[src/rtl/keypoint_reader.sv]
`timescale 1ns/1ps
// keypoint_reader: drains the keypoint BRAM through a credit-controlled FIFO onto a {layer,x,y} stream.
// Define KEYPOINT_READER_BORDER_FILTER_EN to discard entries lying on the image border.
module keypoint_reader #(
  parameter int DIMENSION = 64,
  parameter int KEY_DEPTH = DIMENSION * DIMENSION,
  parameter int FIFO_DEPTH = 4,
  localparam int COORD_W = $clog2(DIMENSION),
  localparam int KEY_AW = $clog2(KEY_DEPTH)
) (
  input  logic                 clk,
  input  logic                 rst_in,
  input  logic                 start,
  input  logic [KEY_AW:0]      key_count,
  output logic [KEY_AW-1:0]    key_read_addr,
  input  logic [2*COORD_W:0]   key_read_data,
  output logic                 kp_valid,
  input  logic                 kp_ready,
  output logic                 kp_layer,
  output logic [COORD_W-1:0]   kp_x,
  output logic [COORD_W-1:0]   kp_y,
  output logic                 busy,
  output logic                 done,
  output logic [KEY_AW:0]      dropped_count
);

  localparam int ENTRY_W = 2 * COORD_W + 1;
  localparam int PTR_W = $clog2(FIFO_DEPTH);
  localparam int CNT_W = $clog2(FIFO_DEPTH + 1);
  localparam logic [KEY_AW:0] DEPTH_CLAMP = (KEY_AW+1)'(KEY_DEPTH);
  localparam logic [KEY_AW:0] ONE_K = (KEY_AW+1)'(1);

  typedef enum logic [1:0] {IDLE, RUN, FINISH} state_t;
  state_t state, state_next;

  logic [KEY_AW:0]    n_total, issued, clamped, dropped;
  logic [KEY_AW-1:0]  addr;
  logic [1:0]         pipe;
  logic [ENTRY_W-1:0] mem [FIFO_DEPTH];
  logic [PTR_W-1:0]   wr_ptr, rd_ptr;
  logic [CNT_W-1:0]   fifo_count;
  logic [CNT_W:0]     occupancy;
  logic               issue, push, pop, drop, drained;

  function automatic logic [PTR_W-1:0] ptr_next(input logic [PTR_W-1:0] p);
    return (p == PTR_W'(FIFO_DEPTH - 1)) ? '0 : p + PTR_W'(1);
  endfunction

  assign clamped = (key_count > DEPTH_CLAMP) ? DEPTH_CLAMP : key_count;

  // Credits: buffered entries plus reads in flight may never exceed the FIFO depth.
  assign occupancy = {1'b0, fifo_count} + (CNT_W+1)'(pipe[0]) + (CNT_W+1)'(pipe[1]);
  assign issue = (state == RUN) && (issued != n_total) && (occupancy < (CNT_W+1)'(FIFO_DEPTH));

`ifdef KEYPOINT_READER_BORDER_FILTER_EN
  logic [COORD_W-1:0] ret_x, ret_y;
  assign ret_x = key_read_data[2*COORD_W-1:COORD_W];
  assign ret_y = key_read_data[COORD_W-1:0];
  assign drop = pipe[1] && (ret_x == '0 || ret_x == COORD_W'(DIMENSION - 1) ||
                            ret_y == '0 || ret_y == COORD_W'(DIMENSION - 1));
`else
  assign drop = 1'b0;
`endif

  // Stream handshake: a record transfers on every rising edge where kp_valid && kp_ready;
  // while kp_valid is high and kp_ready low the record is held unchanged.
  assign kp_valid = (fifo_count != '0);
  assign pop = kp_valid && kp_ready;
  assign push = pipe[1] && !drop;
  assign drained = (issued == n_total) && (pipe == 2'b00) &&
                   ((fifo_count == '0) || (fifo_count == CNT_W'(1) && pop));

  always_ff @(posedge clk or posedge rst_in) begin
    if (rst_in) state <= IDLE;
    else        state <= state_next;
  end

  always_comb begin
    state_next = state;
    case (state)
      IDLE:    if (start) state_next = (clamped == '0) ? FINISH : RUN;
      RUN:     if (drained) state_next = FINISH;
      FINISH:  state_next = IDLE;
      default: state_next = IDLE;
    endcase
  end

  always_comb begin
    busy = 1'b0;
    done = 1'b0;
    case (state)
      RUN:     busy = 1'b1;
      FINISH:  begin busy = 1'b1; done = 1'b1; end
      default: ;
    endcase
  end

  always_ff @(posedge clk or posedge rst_in) begin
    if (rst_in) begin
      n_total <= '0;
      issued  <= '0;
      addr    <= '0;
      pipe    <= '0;
      dropped <= '0;
    end else begin
      pipe <= {pipe[0], issue};
      if (state == IDLE && start) begin
        n_total <= clamped;
        issued  <= '0;
        addr    <= '0;
        dropped <= '0;
      end else if (issue) begin
        issued <= issued + ONE_K;
        // Hold the last address instead of stepping past the final entry.
        if (issued + ONE_K != n_total) addr <= addr + KEY_AW'(1);
      end
      if (drop) dropped <= dropped + ONE_K;
    end
  end

  always_ff @(posedge clk or posedge rst_in) begin
    if (rst_in) begin
      wr_ptr     <= '0;
      rd_ptr     <= '0;
      fifo_count <= '0;
      for (int i = 0; i < FIFO_DEPTH; i++) mem[i] <= '0;
    end else begin
      if (push) begin
        mem[wr_ptr] <= key_read_data;
        wr_ptr      <= ptr_next(wr_ptr);
      end
      if (pop) rd_ptr <= ptr_next(rd_ptr);
      case ({push, pop})
        2'b10:   fifo_count <= fifo_count + CNT_W'(1);
        2'b01:   fifo_count <= fifo_count - CNT_W'(1);
        default: fifo_count <= fifo_count;
      endcase
    end
  end

  assign {kp_layer, kp_x, kp_y} = mem[rd_ptr];
  assign key_read_addr = addr;
  assign dropped_count = dropped;

endmodule
[config.mk]
export PLATFORM = sky130hd
export DESIGN_NAME = keypoint_reader
export DESIGN_NICKNAME = d
export VERILOG_FILES = /design/src/rtl/keypoint_reader.sv
export SDC_FILE = /design/constraint.sdc
export NUM_CORES = 1
export LEC_CHECK = 0
export ABC_AREA = 1
export CAP_MARGIN = 20
export CORE_UTILIZATION = 45
export CTS_CLUSTER_DIAMETER = 60
export CTS_CLUSTER_SIZE = 28
export DETAILED_ROUTE_END_ITERATION = 6
export DONT_BUFFER_PORTS = 1
export PLACE_DENSITY = 0.6
export SLEW_MARGIN = 20
export SYNTH_ARGS = -nofsm -noshare
export SYNTH_HDL_FRONTEND = slang
export SYNTH_SLANG_ARGS = --single-unit
[constraint.sdc]
create_clock -name clk -period 3.5 [get_ports clk]
set_clock_uncertainty 0.05 [all_clocks]
set_input_delay 0.35 -clock clk [delete_from_list [all_inputs] [get_ports clk]]
set_output_delay 0.35 -clock clk [all_outputs]
set_load 0.05 [all_outputs]
==> flow_metrics.py <==
metrics = {
    "critical_path": {
        "start_kind": "register",
        "end_kind": "register",
        "cp_max_fo": 15,
        "startpoint": "state[0]",
        "critPathKind": "register to register",
        "cp_top_family": "simple AND/OR/NAND/NOR gates",
        "path_cells": "inv_1, ha_1, nand2_1, inv_1, nor2_1, nand3_1, o21ai_0",
        "cp_data_arrival_time_ps": 2870,
        "crit_cells": 7,
        "r2r-start": "state[0]",
        "r2r_cells": 7,
        "cp.required_ps": 3700,
        "timing.rr.end": "issued[2]",
        "cp_num_buf_inv": 2,
        "crit_top_cell": "inv_1",
        "max_stage_delay_ps": 680,
        "worst-r2r-setup-slack_ps": 830,
        "endpoint": "issued[2]",
        "cp_slowest_cell": "nor2_1",
    },
    "clocking": {
        "clk_pin_slew_worst_paths_ps": 70,
        "clkLatencyLatePin_ps": 350,
        "clockBufferDepth": 2,
        "cts_setup_buffers": 0,
        "cts_resized": 0,
        "htree_num_levels": 3,
        "cts_made_buffers": 9,
        "cts_tree": "built",
        "cts.sinks": 101,
        "cts-root-buf": "clkbuf_16",
    },
    "outcome": {
        "status": "finished with violations",
        "violations": "design-rule violations",
    },
    "routing": {
        "postRouteAntennaNets": 0,
        "wl_met2_mm": 6.18,
        "wirelength_mm": 12.7,
        "wl_met3_um": 651,
        "viasPerCell": 5.33,
        "num_vias": 4556,
        "dr.max_layer_used": "met4",
        "drt_iter0_markers": 403,
        "drc": 5,
        "wl_per_cell_um": 14.9,
        "first_pass_iters": 7,
        "wl_met1_mm": 5.55,
    },
    "place": {
        "port-buffer-count": 0,
        "placed_cell_area_um2": 5590,
        "gp_congestion": 0.954,
        "dp_hpwl_mm": 8.92,
        "place_ws_ps": 893,
        "dp.cells": 838,
    },
    "grt": {
        "grt_overflow": 0,
        "grt_pass1_vias": 4355,
        "grt_max_degree": 47,
        "grt_pass1_wl_mm": 21.3,
        "antenna_found_initial": 0,
        "grt.total_usage_pct": 21.6,
    },
    "timing": {
        "max_freq_ghz": 0.374,
        "fin_tns_setup_ps": 0,
        "final_max_slew_viol_count": 0,
        "max_slew_margin_pct": 41.9,
        "min_period_ps": 2670,
        "hold_violations": 0,
        "setup_ws_ps": 829,
        "setup-violations-final": 0,
        "tightest_slew_ps": 870,
        "final.period_utilization_pct": 76.3,
        "whs_ps": 84.4,
        "rsz0062_at_grt": "no",
    },
    "synthesis": {
        "synth_cell_types": 31,
        "yosys_warnings": 0,
        "netlist_area_um2": 5460,
        "yosys_register_bits": 101,
        "avgSynthCellArea_um2": 7.75,
        "synth_cells": 705,
        "yosysSeqAreaShare_pct": 46.3,
    },
    "hold_path": {
        "hp-class": "input pin to register",
    },
    "floorplanning": {
        "rows": 39,
        "num_io_pins": 71,
        "die_x_um": 112,
        "coreArea_um2": 11600,
        "die_h_um": 112,
        "initial_utilization_pct": 47.0,
        "dieArea_um2": 12600,
    },
    "pwr": {
        "p_seq_share_pct": 38.4,
        "p_leak_nw": 2.84,
        "power_density_nw_per_um2": 970,
        "ir_drop_mv": 0.434,
        "swShare_pct": 47.8,
        "power_mw": 5.71,
        "p_int_mw": 2.98,
        "pwr-share-comb_pct": 44.9,
        "p_switching_mw": 2.73,
        "p_clk_share_pct": 16.7,
    },
    "layout": {
        "diodes": 0,
        "fin_area_um2": 5880,
        "drive_gt1_share_pct": 6.60,
        "fill_cells": 1114,
        "area_growth_syn_to_layout_pct": 7.67,
        "final_nets": 753,
        "stdcell_count": 855,
        "final_util_pct": 50.6,
    },
    "run": {
        "maxCapViolCount": 0,
    },
}
==> kinds of logic (layout without fill, tap and decap cells) <==
kind of cell,count (synthesis),count (layout),synth area share [%]
flops,101,101,46.3
simple gates,318,318,24.5
buf+inv,111,106,9.12
fa+ha+maj,16,16,3.66
xor+xnor,14,14,2.50
compound gates,144,144,13.9
other cells,1,13,0.0686
==> worst min path at each step <==
stage	start	end	cells after the start
after floorplan	pipe[0]	pipe[1]	0
after global placement	rst_in	fifo_count[0]	1
after detailed placement	rst_in	mem[16]	1
after CTS	key_count[8]	n_total[8]	1
after global routing	key_count[8]	n_total[8]	1
final	key_count[8]	n_total[8]	1
==> timing repair <==
item / 4_1_cts / 5_1_grt
endpoints found under the setup margin: 0 / 0
hold buffers: 1 / 0
endpoints found under the hold margin: 44 / 0
==> routing by layer <==
metal	GRT usage [%]	vias up
met1	27.4	2131
met2	35.2	135
li1	-	2262
met3	5.18	28
met5	0	-
met4	9.16	0
==> power by group through the flow <==
stage / clock network, mW / registers [mW] / logic, mW
floorplan: 0 / 2.09 / 2.05
global placement: 0 / 2.19 / 2.50
detailed placement: 0 / 2.21 / 2.56
CTS: 0.982 / 2.19 / 2.57
global route: 1.02 / 2.27 / 2.84
finish: 0.954 / 2.19 / 2.56
==> flip-flops by register name, indices dropped and copies added (netlist names) <==
signal,cells
mem,52
issued,13
n_total,13
key_read_addr,12
fifo_count,3
pipe,2
rd_ptr,2
state,2
wr_ptr,2
==> synth_stat cells <==
| library cell | n | area (µm²) |
|---|---|---|
| xnor3_1 | 1 | 22.5 |
| o22ai_1 | 21 | 131 |
| clkbuf_8 | 1 | 13.8 |
| dfrtp_1 | 101 | 2530 |
| nand4_1 | 6 | 37.5 |
| o21ai_0 | 107 | 536 |
| nand3_1 | 48 | 240 |
| buf_4 | 15 | 113 |
| nand2_1 | 178 | 668 |
| or4_1 | 1 | 7.51 |
| clkbuf_1 | 21 | 78.8 |
| o21a_1 | 1 | 7.51 |
| o21ai_1 | 4 | 20.0 |
| nor4_1 | 1 | 6.26 |
| nor3b_1 | 2 | 15.0 |
| conb_1 | 1 | 3.75 |
| nand3_2 | 1 | 10.0 |
| inv_1 | 72 | 270 |
| nor3_1 | 5 | 25.0 |
| xnor2_1 | 8 | 70.1 |
| buf_6 | 2 | 22.5 |
| nor2_2 | 6 | 37.5 |
| o221ai_1 | 1 | 8.76 |
| nor2_4 | 2 | 22.5 |
| ha_1 | 16 | 200 |
| nor2_1 | 64 | 240 |
| nand2_2 | 3 | 18.8 |
| a22o_1 | 1 | 8.76 |
| a21oi_1 | 9 | 45.0 |
| xor2_1 | 5 | 43.8 |
| nand2_4 | 1 | 11.3 |
==> area by class of cell <==
class	instances	area (µm²)	share of cell area, %
Tap cell	143	179	3.04
Timing Repair Buffer	18	138	2.34
Clock buffer	10	239	4.06
Multi-Input combinational cell	505	2480	42.2
Inverter	72	273	4.64
Clock inverter	6	43.8	0.745
Sequential cell	101	2530	43.0
==> cell usage in the layout (no fill, tap or decap), types with 2 or more instances in the layout <==
master,n
nand2_1,178
o21ai_0,107
dfrtp_1,101
inv_1,71
nor2_1,64
nand3_1,48
o22ai_1,21
buf_4,17
ha_1,16
conb_1,13
a21oi_1,9
clkbuf_16,9
xnor2_1,8
nand4_1,6
nor2_2,6
nor3_1,5
xor2_1,5
o21ai_1,4
nand2_2,3
inv_6,3
nor2_4,2
nor3b_1,2
clkinv_2,2
Note: power is estimated with default switching activity, not from simulation.
